<file path="config.mk">
export PLATFORM = sky130hd
export DESIGN_NAME = n1_ir_seq
export DESIGN_NICKNAME = d
export VERILOG_FILES = /design/src/rtl/n1_ir_seq_pkg.sv /design/src/rtl/n1_ir_seq_tmo.sv /design/src/rtl/n1_ir_seq.sv
export SDC_FILE = /design/constraint.sdc
export NUM_CORES = 1
export LEC_CHECK = 0
export ABC_AREA = 1
export BUFFER_PORTS_ARGS = -buffer_cell sky130_fd_sc_hd__buf_2
export CORE_UTILIZATION = 45
export DETAILED_ROUTE_END_ITERATION = 10
export PLACE_DENSITY = 0.69
export SYNTH_ARGS = -nofsm -noshare
export SYNTH_HDL_FRONTEND = slang
export SYNTH_HIERARCHICAL = 1
export SYNTH_SLANG_ARGS = --single-unit
</file>
<file path="constraint.sdc">
create_clock -name clk_i -period 3.8 [get_ports clk_i]
set_input_delay 0.57 -clock clk_i [delete_from_list [all_inputs] [get_ports clk_i]]
set_output_delay 0.57 -clock clk_i [all_outputs]
set_load 0.01 [all_outputs]
</file>
<file path="src/rtl/n1_ir_seq_pkg.sv">
// n1_ir_seq_pkg: shared types and constants for the N1 IR sequencer.
//   state_e     - sequencer FSM states
//   cof_e       - change-of-flow tag carried into the next opcode fetch
//   TMO_CYC_DEF - default bus timeout in cycles
package n1_ir_seq_pkg;
    localparam int TMO_CYC_DEF = 15;

    typedef enum logic [3:0] {
        ST_BOOT,
        ST_FETCH,
        ST_WAIT,
        ST_EXEC,
        ST_MEM,
        ST_MWAIT,
        ST_ISR,
        ST_EXPEND,
        ST_ABORT
    } state_e;

    typedef enum logic [2:0] {
        COF_NONE,
        COF_JMP,
        COF_CAL,
        COF_BRA,
        COF_EOW
    } cof_e;
endpackage

</file>
<file path="src/rtl/n1_ir_seq_tmo.sv">
// n1_ir_seq_tmo: saturating bus timeout counter.
//   clk_i, sync_rst_i - clock, synchronous active-high reset
//   clr_i             - return the count to zero (takes priority over en_i)
//   en_i              - count one cycle
//   exp_o             - count has reached TMO_CYC-1
module n1_ir_seq_tmo #(
    parameter int TMO_CYC = 15
) (
    input  logic clk_i,
    input  logic sync_rst_i,
    input  logic clr_i,
    input  logic en_i,
    output logic exp_o
);
    localparam int W = $clog2(TMO_CYC);
    localparam logic [W-1:0] CNT_MAX = W'(TMO_CYC - 1);

    logic [W-1:0] cnt_q, cnt_d;

    assign exp_o = (cnt_q == CNT_MAX);

    // Saturate at the limit instead of wrapping.
    always_comb cnt_d = clr_i ? '0 : (en_i && !exp_o) ? cnt_q + 1'b1 : cnt_q;

    always_ff @(posedge clk_i) begin
        if (sync_rst_i) cnt_q <= '0;
        else            cnt_q <= cnt_d;
    end
endmodule

</file>
<file path="src/rtl/n1_ir_seq.sv">
// n1_ir_seq: instruction-register sequencer for the N1 core.
//   clk_i, sync_rst_i     - clock, synchronous active-high reset
//   pbus_*_o / pbus_*_i   - Wishbone program bus master (cyc/stb/we, data and COF tags, ack/stall)
//   ir2fc_*_i             - IR decode of the current opcode
//   prs2fc_ps0_zero_i     - PS0 == 0, branch taken
//   irq_req_i             - level interrupt request, sampled at opcode-fetch ack
//   fc2ir_*_o             - single-cycle IR controls
//   fc2pagu_adv_o         - advance PC
//   fc_rty_o              - bus cycle aborted on timeout, reissue follows
module n1_ir_seq
    import n1_ir_seq_pkg::*;
#(
    parameter int TMO_CYC = TMO_CYC_DEF
) (
    input  logic clk_i,
    input  logic sync_rst_i,
    output logic pbus_cyc_o,
    output logic pbus_stb_o,
    output logic pbus_we_o,
    output logic pbus_tga_dat_o,
    output logic pbus_tga_cof_jmp_o,
    output logic pbus_tga_cof_cal_o,
    output logic pbus_tga_cof_bra_o,
    output logic pbus_tga_cof_eow_o,
    input  logic pbus_ack_i,
    input  logic pbus_stall_i,
    input  logic ir2fc_eow_i,
    input  logic ir2fc_jump_or_call_i,
    input  logic ir2fc_bra_i,
    input  logic ir2fc_isr_i,
    input  logic ir2fc_scyc_i,
    input  logic ir2fc_mem_i,
    input  logic ir2fc_mem_rd_i,
    input  logic prs2fc_ps0_zero_i,
    input  logic irq_req_i,
    output logic fc2ir_capture_o,
    output logic fc2ir_stash_o,
    output logic fc2ir_expend_o,
    output logic fc2ir_force_0call_o,
    output logic fc2ir_force_isr_o,
    output logic fc2ir_force_nop_o,
    output logic fc2pagu_adv_o,
    output logic fc_rty_o
);
    state_e state_q, state_d;
    cof_e   tag_q, tag_d;
    logic   we_q, we_d;
    logic   ret_mem_q, ret_mem_d;
    logic   tmo_en, tmo_clr, tmo_exp;

    // The ISR launcher and single-cycle opcodes need no special sequencing.
    logic unused_ok;
    assign unused_ok = &{1'b0, ir2fc_isr_i, ir2fc_scyc_i};

    // Any state change restarts the timeout window; an ack beats a same-cycle expiry.
    assign tmo_clr = (state_d != state_q) || pbus_ack_i;

    n1_ir_seq_tmo #(.TMO_CYC(TMO_CYC)) u_tmo (
        .clk_i      (clk_i),
        .sync_rst_i (sync_rst_i),
        .clr_i      (tmo_clr),
        .en_i       (tmo_en),
        .exp_o      (tmo_exp)
    );

    always_ff @(posedge clk_i) begin
        if (sync_rst_i) begin
            state_q   <= ST_BOOT;
            tag_q     <= COF_NONE;
            we_q      <= 1'b0;
            ret_mem_q <= 1'b0;
        end else begin
            state_q   <= state_d;
            tag_q     <= tag_d;
            we_q      <= we_d;
            ret_mem_q <= ret_mem_d;
        end
    end

    // Everything is held quiet while reset is asserted, so no IR pulse or bus
    // request escapes in the reset cycle itself.
    always_comb begin
        state_d             = state_q;
        tag_d               = tag_q;
        we_d                = we_q;
        ret_mem_d           = ret_mem_q;
        tmo_en              = 1'b0;
        pbus_cyc_o          = 1'b0;
        pbus_stb_o          = 1'b0;
        pbus_we_o           = 1'b0;
        pbus_tga_dat_o      = 1'b0;
        pbus_tga_cof_jmp_o  = 1'b0;
        pbus_tga_cof_cal_o  = 1'b0;
        pbus_tga_cof_bra_o  = 1'b0;
        pbus_tga_cof_eow_o  = 1'b0;
        fc2ir_capture_o     = 1'b0;
        fc2ir_stash_o       = 1'b0;
        fc2ir_expend_o      = 1'b0;
        fc2ir_force_0call_o = 1'b0;
        fc2ir_force_isr_o   = 1'b0;
        fc2ir_force_nop_o   = 1'b0;
        fc2pagu_adv_o       = 1'b0;
        fc_rty_o            = 1'b0;
        if (!sync_rst_i) begin
            case (state_q)
                ST_BOOT: begin
                    fc2ir_force_0call_o = 1'b1;
                    tag_d               = COF_CAL;
                    state_d             = ST_FETCH;
                end
                ST_FETCH: begin
                    pbus_cyc_o         = 1'b1;
                    pbus_stb_o         = 1'b1;
                    pbus_tga_cof_jmp_o = (tag_q == COF_JMP);
                    pbus_tga_cof_cal_o = (tag_q == COF_CAL);
                    pbus_tga_cof_bra_o = (tag_q == COF_BRA);
                    pbus_tga_cof_eow_o = (tag_q == COF_EOW);
                    tmo_en             = 1'b1;
                    if (!pbus_stall_i) begin
                        state_d = ST_WAIT;
                    end else if (tmo_exp) begin
                        state_d   = ST_ABORT;
                        ret_mem_d = 1'b0;
                    end
                end
                ST_WAIT: begin
                    pbus_cyc_o = 1'b1;
                    tmo_en     = 1'b1;
                    if (pbus_ack_i) begin
                        fc2ir_capture_o   = 1'b1;
                        fc2pagu_adv_o     = 1'b1;
                        fc2ir_stash_o     = irq_req_i;
                        fc2ir_force_isr_o = irq_req_i;
                        state_d           = irq_req_i ? ST_ISR : ST_EXEC;
                    end else if (tmo_exp) begin
                        state_d   = ST_ABORT;
                        ret_mem_d = 1'b0;
                    end
                end
                ST_EXEC: begin
                    if (ir2fc_mem_i) begin
                        state_d = ST_MEM;
                        we_d    = !ir2fc_mem_rd_i;
                        tag_d   = COF_NONE;
                    end else begin
                        state_d = ST_FETCH;
                        tag_d   = ir2fc_jump_or_call_i ? (ir2fc_eow_i ? COF_JMP : COF_CAL) :
                                  ir2fc_bra_i          ? (prs2fc_ps0_zero_i ? COF_BRA : COF_NONE) :
                                  ir2fc_eow_i          ? COF_EOW : COF_NONE;
                    end
                end
                ST_MEM: begin
                    pbus_cyc_o     = 1'b1;
                    pbus_stb_o     = 1'b1;
                    pbus_tga_dat_o = 1'b1;
                    pbus_we_o      = we_q;
                    tmo_en         = 1'b1;
                    if (!pbus_stall_i) begin
                        state_d = ST_MWAIT;
                    end else if (tmo_exp) begin
                        state_d   = ST_ABORT;
                        ret_mem_d = 1'b1;
                    end
                end
                ST_MWAIT: begin
                    pbus_cyc_o     = 1'b1;
                    pbus_tga_dat_o = 1'b1;
                    pbus_we_o      = we_q;
                    tmo_en         = 1'b1;
                    if (pbus_ack_i) begin
                        state_d = ST_FETCH;
                        tag_d   = ir2fc_eow_i ? COF_EOW : COF_NONE;
                    end else if (tmo_exp) begin
                        state_d   = ST_ABORT;
                        ret_mem_d = 1'b1;
                    end
                end
                ST_ISR:    state_d = ST_EXPEND;
                ST_EXPEND: begin
                    fc2ir_expend_o = 1'b1;
                    state_d        = ST_EXEC;
                end
                ST_ABORT: begin
                    // Tags and we are untouched, so the reissue is identical.
                    fc_rty_o = 1'b1;
                    state_d  = ret_mem_q ? ST_MEM : ST_FETCH;
                end
                default: state_d = ST_BOOT;
            endcase
        end
    end
endmodule

</file>
Yosys cells after proc, flatten, opt, wreduce, memory -nomap -nowiden --
Cells that the tools add are included.
Cells by class: add/subtract/negate cells 1, equal/unequal tests 19, mux-type cells 53, reductions and logical operators 14
Operator list (number):
- case mux 4 bit (9 select lines) | 1
- two-way mux 1 bit | 34
- two-way mux 3 bit | 8
- two-way mux 4 bit | 6
- == test 4 x 3 -> 1 bit (second input constant) | 4
- inequality test 2 bit (second input constant) | 5
- case mux 3 bit (3 select lines) | 1
- == test 4 x 2 -> 1 bit (second input constant) | 2
- == test 4 bit (second input constant) | 2
- == test 3 x 2 -> 1 bit (second input constant) | 2
- OR reduction 2 bit | 3
- AND reduction 5 bit | 1
- adder 4 x 1 -> 4 bit (second input constant) | 1
- == test 4 x 1 -> 1 bit (second input constant) | 1
- zero test 4 bit | 1
- two-way mux 2 bit | 2
- inequality test 4 bit | 1
- case mux 1 bit (4 select lines) | 1
- AND reduction 2 bit | 2
- nonzero test 4 bit | 1
- OR reduction 4 bit | 1
- == test 3 x 1 -> 1 bit (second input constant) | 1
- == test 3 bit (second input constant) | 1
- nonzero test 3 bit | 1
- other kinds (3) | 4
Storage, ports and cells: bits in registers 13, bits of input ports 13, output and inout bits 16, word-level logic and storage cells 92

Longest topological paths before layout --
Gate-level depths: netlist (run 1).
depth in word-level cells 8, depth in mapped cells 18, depth with buffers taken out 18

By module --
The synthesis (run 1) kept the hierarchy.
By module, submodules not included:
- n1_ir_seq | times used 1, cells each 164, area each 925.9 sq um, seq. area each 180.2 sq um
- n1_ir_seq_tmo | times used 1, cells each 31, area each 236.5 sq um, seq. area each 80.1 sq um

Worst setup path after synthesis (run 1) --
Ideal clock, no wire load.
path kind in2out, from input port sync_rst_i, to output port fc2pagu_adv_o, data arrival time 1.309 ns, data required time 3.230 ns, slack 1.921 ns, stages on the path 3, cells stage by stage buf_1 -> nor3_1 -> buf_4
Between the ends: word-level cells in the longest chain between the ends 1
Ends and longest elaborated chain:
- from (decl) | line n1_ir_seq.sv:16 | input logic sync_rst_i,
- two-way mux 1 bit
- to (decl) | line n1_ir_seq.sv:42 | output logic fc2pagu_adv_o,
No other way between the ends.

Worst setup path after layout (run 1) --
from register state_q[1], to output port pbus_cyc_o
Between the ends: word-level cells in the longest chain between the ends 4, elaborated cells between the ends (all ways) 7, classes of those cells eq/ne (4); mux (2); reduce/logical (1)
Ends and longest elaborated chain:
- from (decl) | line n1_ir_seq.sv:45 | state_e state_q, state_d;
- from (signal assigned) | line n1_ir_seq.sv:73 | state_q <= state_d;
- == test 4 x 3 -> 1 bit (tied with other cells) | line n1_ir_seq.sv:105 | case (state_q)
- OR reduction 4 bit (no line) *
- two-way mux 1 bit * | line n1_ir_seq.sv:105
- two-way mux 1 bit * | line n1_ir_seq.sv:104 | if (!sync_rst_i) begin
- to (decl) | line n1_ir_seq.sv:17 | output logic pbus_cyc_o,
Mark *: on every way between the ends. The rest lies on a longest branch, timed or not.

==> metrics.md, run 1 <==
| Metric | Value |
|---|---|
| Final period utilization | 61.5% |
| Internal power | 0.217 mW |
| Mapped Avg Cell Area | 5.96 sq um |
| Critical path fanouts, max | 8 |
| Layout cells sized above 1 | 21.8% |
| Clk_skew | 1.52 ps |
| Die area | 2790 sq um |
| Fin cells | 246 |
| Boundary Pins | 29 |
| Reg2Reg Depth | 17 |
| CTS Buf Count | 3 |
| Crit end category | primary output |
| Asr flop ratio synth | 0% |
| Clk_lat worst skew | 270 ps |
| Final WL | 2770 microns |
| Setup TNS | 0 ps |
| Synth Instances | 195 |
| Detailed Place HPWL | 2180 microns |
| Most frequent cells after synthesis | nand2_1, nor2_1, inv_1, nand3_1, dfxtp_1 |
| RSZ-0062 raised after global routing | false |
| Nets | 232 |
| Post-CTS Setup Inserts | 0 |
| Leak | 0.677 nW |
| CTS root buf | clkbuf_4 |
| WP data arrival | 1770 ps |
| Number of distinct library cells after synthesis | 30 |
| Final Hold Fails | 0 |
| Crit Path Category | flop to primary output |
| Worst hold start | we_q |
| Detail Route Antenna Nets | 0 |
| Die width | 52.8 microns |
| I/O Buffers | 25 |
| Worst IR Drop VDD | 164 uV |
| Post-synth EDFFs | 0 |
| Post-synth net total | 210 |
| Area grow syn2layout | 10.8% |
| Placed instance area | 1260 sq um |
| Clk sink count | 13 |
| Resized Gates After CTS | 0 |
| ANT cells | 0 |
| Net Sw Frac | 35.7% |
| Hold path cells | 2 |
| Logic pwr share | 29.6% |
| Synth area leaders | dfxtp_1, nand2_1, nor2_1, inv_1, nand3_1 |
| Hold endpoint | we_q |
| WP data required | 3230 ps |
| DR iter-0 viols | 26 |
| FF-to-FF setup slack | 1630 ps |
| Critical R2R Launch | u_tmo/cnt_q[0] |
| CTS tree | yes |
| Max Clock Freq | 0.428 GHz |
| Initial antenna violation count | 0 |
| Vias in the first global route | 1,032 |
| CTS Buffer Depth | 2 |
| Chip height | 52.8 microns |
| Core area | 2450 sq um |
| Seq cells post-synth | 13 |
| Setup-failing EPs final | 0 |
| Slew Limit Fails | 0 |
| Switching power | 0.120 mW |
| Area of the multi-input gates | 734 sq um |
| Largest net degree at the start of global routing | 15 |
| Status | completed |
| Hold crit path type | flop to flop |
| Max_cap viols | 0 |
| Placed cell count | 242 |
| GRT overflow | 0 |
| Synth top area share | 22.4% |
| Critical path startpoint category | flop |
| Vias | 1,276 |
| Total power | 0.336 mW |
| Worst flop-to-flop path endpoint | u_tmo/cnt_q[0] |
| Final Cell Area | 1290 sq um |
| Clock-pin slew on the worst setup and hold paths | 80 ps |
| H-tree levels | 1 |
| Initial Util | 47.3% |
| DRC violations left | 0 |
| Most frequent cell after synthesis | nand2_1 |
| First-pass GRT wire length | 4350 microns |
| Final Wtd Congestion | 0.876 |
| CTS Hold Buffers Added | 0 |
| Clock power share | 25.1% |
| Sequential power share | 45.3% |
| Area taken by flip-flops and latches | 260 sq um |
| PD cells | 261 nW/um^2 |
| Number of synthesis warnings | 6 |
| Row cnt | 18 |
| Vias per cell | 5.19 |
| Fillers | 265 |
| Predominant post-synthesis flop cell | dfxtp_1 |
| DRT Pass-1 Iters | 4 |
| Total GRT Usage | 21.2% |
| Synthesized area | 1160 sq um |
| Routed WL per cell | 11.2 microns |
| Clock period minus final worst setup slack | 2340 ps |
| Seq/Total Area, Yosys | 22.4% |
| Largest area contributor in the netlist | dfxtp_1 |
## critical path: stages, from the launching register on
cell	delay, ps
dfxtp_1	580
clkinv_4	160
nand2_1	140
nor2_1	90
o31ai_1	240
inv_1	130
buf_2	160
## sequential cells by signal, summed over array words and instances, names as in the netlist
register     cells
state_q          4
u_tmo/cnt_q      4
tag_q            3
ret_mem_q        1
we_q             1
## cell families (layout without fill, tap and decap cells)
kind of cell | after synthesis | count (layout) | share of synthesized area [%]
fa+ha+maj | 2 | 2 | 2.15
buf+inv | 34 | 55 | 14.4
flops | 13 | 13 | 22.4
simple gates | 120 | 120 | 49.1
compound gates | 25 | 25 | 11.6
other cells | 1 | 1 | 0.323
## cell type report
type,count,share of cell area [%]
Multi-Input combinational cell,148,57.0
Inverter,26,8.07
Clock buffer,4,2.04
Tap cell,30,2.92
Timing Repair Buffer,25,9.72
Sequential cell,13,20.2
## power by group through the flow
| stage | Clock [mW] | Sequential [mW] | Combinational (mW) |
|---|---|---|---|
| after floorplan | 0 | 0.147 | 0.0853 |
| after global placement | 0 | 0.155 | 0.0975 |
| after detailed placement | 0 | 0.155 | 0.0985 |
| after CTS | 0.0916 | 0.152 | 0.0988 |
| after global routing | 0.0963 | 0.153 | 0.113 |
| final | 0.0845 | 0.152 | 0.0996 |
## cells in the final DEF, fill, tap and decap left out
master / n
clkbuf_1: 1
nand3_1: 15
nor2_2: 3
nand3_2: 1
o21bai_1: 1
and2_1: 1
nor2_4: 3
nor2_8: 1
o311ai_1: 1
clkinv_2: 1
ha_1: 2
o31ai_1: 1
buf_2: 25
nand2_2: 5
clkbuf_4: 3
a21oi_1: 11
o21ai_1: 1
dfxtp_1: 13
clkinv_4: 1
nand3b_1: 1
inv_1: 20
conb_1: 1
nor2_1: 28
inv_2: 4
o21ai_0: 9
nand4_1: 7
nand2_1: 45
a31oi_1: 1
nor3_1: 10
## metal layers
metal	vias to the layer above	GRT usage (%)	part of all wire (%)
met3	0	5.22	5.9
met4	0	4.82	0
li1	673	-	-
met5	-	0	0
met1	559	27.4	47
met2	44	35.0	47
## worst max path at each step
stage               depth (start not counted)  slack (ps)                 end        from
floorplan                                   3        1920       fc2pagu_adv_o  sync_rst_i
global placement                            5        1640          pbus_cyc_o  sync_rst_i
detailed placement                          5        1640  pbus_tga_cof_bra_o  sync_rst_i
CTS                                         6        1460          pbus_cyc_o  state_q[1]
global route                                6        1330          pbus_cyc_o  state_q[1]
finish                                      6        1460          pbus_cyc_o  state_q[1]
## per-stage QoR
step / hold WS (ps) / setup slack, ps / util, %
final: 467 / 1460 / 52.4
after global placement: 441 / 1640 / 51.4
after global routing: 480 / 1330 / 52.4
after floorplan: 431 / 1920 / -
after detailed placement: 456 / 1640 / 51.4
after CTS: 469 / 1460 / 52.4
Power figures use the tool's default switching activity.
==> run 2, diff against run 1 <==
ABC_AREA = 0   (was 1)
PLACE_DENSITY = 0.72   (was 0.69)
clock period = 1.95 ns   (was 3.8 ns; I/O delays follow)
==> metrics.md, run 2 <==
| Metric | Value |
|---|---|
| Seq/Total Area, Yosys | 23.0% |
| Core area | 2300 sq um |
| Initial antenna violation count | 0 |
| CP Cell Sequence | inv_2, ha_4, nand3_4, inv_6, nor3b_2, o21ai_1, o221ai_2, mux2i_1, o211ai_1, nor2_2, o211ai_1, o41ai_1 |
| CTS tree | yes |
| CP endpoint | u_tmo/cnt_q[3] |
| Chip height | 52.2 microns |
| Setup TNS | -183 ps |
| Max_cap viols | 0 |
| PD cells | 471 nW/um^2 |
| Boundary Pins | 29 |
| Sequential power share | 35.9% |
| Clk sink count | 13 |
| Asr flop ratio synth | 0% |
| Row cnt | 17 |
| Detailed Place HPWL | 2330 microns |
| Detail Route Antenna Nets | 0 |
| DRC violations left | 0 |
| Critical R2R Launch | u_tmo/cnt_q[0] |
| Status | finished with violations |
| Worst path depth | 12 |
| Synth area leaders | dfxtp_1, nor2_1, nor2b_1, a21oi_1, buf_4 |
| Hold crit path type | primary input to flop |
| Initial Util | 49.3% |
| I/O Buffers | 25 |
| DRT Pass-1 Iters | 4 |
| Crit Path Category | flop to flop |
| Final Hold Fails | 0 |
| Final period utilization | 104% |
| Area grow syn2layout | 56.9% |
| FF-to-FF setup slack | -90 ps |
| ANT cells | 0 |
| Highest-count cells in the layout ignoring fill and taps | buf_4, buf_2, nor2_1 |
| Mapped Avg Cell Area | 7.76 sq um |
| Crit end category | flop |
| CTS Hold Buffers Added | 0 |
| CP most frequent cell | o211ai_1 |
| Leak | 0.792 nW |
| Delay-heaviest family, CP | compound AO/OA/AOI/OAI gates |
| Post-synth net total | 161 |
| Largest net degree at the start of global routing | 17 |
| Slew Limit Fails | 0 |
| Critical path startpoint category | flop |
| CP startpoint | u_tmo/cnt_q[0] |
| Total GRT Usage | 29.4% |
| Nets | 225 |
| First-pass GRT wire length | 5780 microns |
| Most frequent cell after synthesis | nor2_1 |
| Max Clock Freq | 0.491 GHz |
| Clock power share | 21.0% |
| Worst flop-to-flop path endpoint | u_tmo/cnt_q[3] |
| Setup-failing EPs final | 6 |
| Commonest non-fill, non-tap cell in the layout | buf_4 |
| Die area | 2720 sq um |
| H-tree levels | 1 |
| Largest area contributor in the netlist | dfxtp_1 |
| Final WL | 3720 microns |
| Critical Path Max Stage Delay | 350 ps |
| Vias | 1,412 |
| Seq cells post-synth | 13 |
| Synthesized area | 1130 sq um |
| RSZ-0062 raised after global routing | true |
| Routed WL per cell | 15.7 microns |
| Final Cell Area | 1780 sq um |
| Final Wtd Congestion | 0.859 |
| WP data arrival | 2220 ps |
| Die width | 52.2 microns |
| Clk_skew | 6.24 ps |
| Worst IR Drop VDD | 477 uV |
| Worst path slowest cell | dfxtp_2 |
| Placed instance area | 1460 sq um |
| GRT overflow | 0 |
| Vias in the first global route | 1,290 |
| Top flop regs | state_q: 4 flops, u_tmo/cnt_q: 4 flops, tag_q: 3 flops |
| Worst Path Buf+Inv | 2 |
| Number of synthesis warnings | 6 |
| Logic pwr share | 43.0% |
| Fin worst setup slack | -86.0 ps |
| Vias per cell | 5.96 |
| Failing checks | setup timing |
| CTS Buffer Depth | 2 |
| Predominant post-synthesis flop cell | dfxtp_1 |
| Synth Instances | 146 |
| Critical path fanouts, max | 8 |
| Internal power | 0.547 mW |
| Clk_lat worst skew | 290 ps |
| Synth top area share | 23.0% |
| Clock period minus final worst setup slack | 2040 ps |
| Most frequent cells after synthesis | nor2_1, dfxtp_1, a21oi_1, nor2b_1, nor3_1 |
| Post-synth EDFFs | 0 |
| CTS root buf | clkbuf_4 |
| Net Sw Frac | 34.7% |
| CTS Buf Count | 3 |
| Number of distinct library cells after synthesis | 47 |
| Layout cells sized above 1 | 50.2% |
| WP data required | 2130 ps |
| Reg2Reg Depth | 12 |
| Hold Slack | 178 ps |
| DR iter-0 viols | 38 |
| Switching power | 0.290 mW |
| Fillers | 148 |
| Clock-pin slew on the worst setup and hold paths | 90 ps |
==> run 2: worst min path at each step <==
stage	start	depth (start not counted)	end
floorplan	sync_rst_i	1	u_tmo/cnt_q[2]
global placement	ir2fc_mem_rd_i	2	we_q
detailed placement	ir2fc_mem_rd_i	2	we_q
CTS	ir2fc_mem_rd_i	2	we_q
global route	ir2fc_mem_rd_i	2	we_q
finish	ir2fc_mem_rd_i	2	we_q
==> run 2: what timing repair did <==
action                                  in CTS  in global routing
endpoints found under the setup margin      14                 12
gates resized for setup                     26                 11
pin swaps                                   11                 11
buffers inserted                             9                  8
==> run 2: logic make-up after synthesis <==
family                   Yosys count  synth area share, %
AO/OA/AOI/OAI                     36                 22.0
multiplexers                       2                 1.77
AND/OR/NAND/NOR                   75                 41.3
buffers and inverters             16                 8.62
adder cells (fa/ha/maj)            2                 2.21
flip-flops                        13                 23.0
XOR/XNOR                           1                0.774
other                              1                0.331
==> run 2: cell type report <==
type                    instances  area, sq um  share of cell area, %
multi-input cells             117          911                   51.3
inverters                       4         20.0                   1.13
repair buffers                 71          510                   28.7
flip-flops and latches         13          274                   15.4
well taps                      28         35.0                   1.97
clock buffers                   4         26.3                   1.48
==> run 2: per-layer routing <==
layer,GRT usage [%],wire [microns],vias to the layer above
li1,-,-,659
met1,34.6,1450,662
met2,51.5,1930,69
met3,5.56,250,22
met4,12.7,98,0
met5,0,0,-
==> run 2: metrics by stage <==
step	utilization, %	std cells	total power [mW]	worst slack, ps
after detailed placement	63.6	216	0.581	-166
after CTS	72.0	229	0.800	-45.7
after floorplan	-	146	0.476	38.0
final	77.3	237	0.837	-86.0
after global routing	77.3	237	0.889	-153
after global placement	63.6	216	0.571	-81.5
==> run 2: power by group through the flow <==
stage	clock network [mW]	registers, mW	logic [mW]
after floorplan	0	0.293	0.184
after global placement	0	0.302	0.269
after detailed placement	0	0.304	0.278
after CTS	0.175	0.296	0.328
after global routing	0.196	0.302	0.390
final	0.176	0.301	0.360
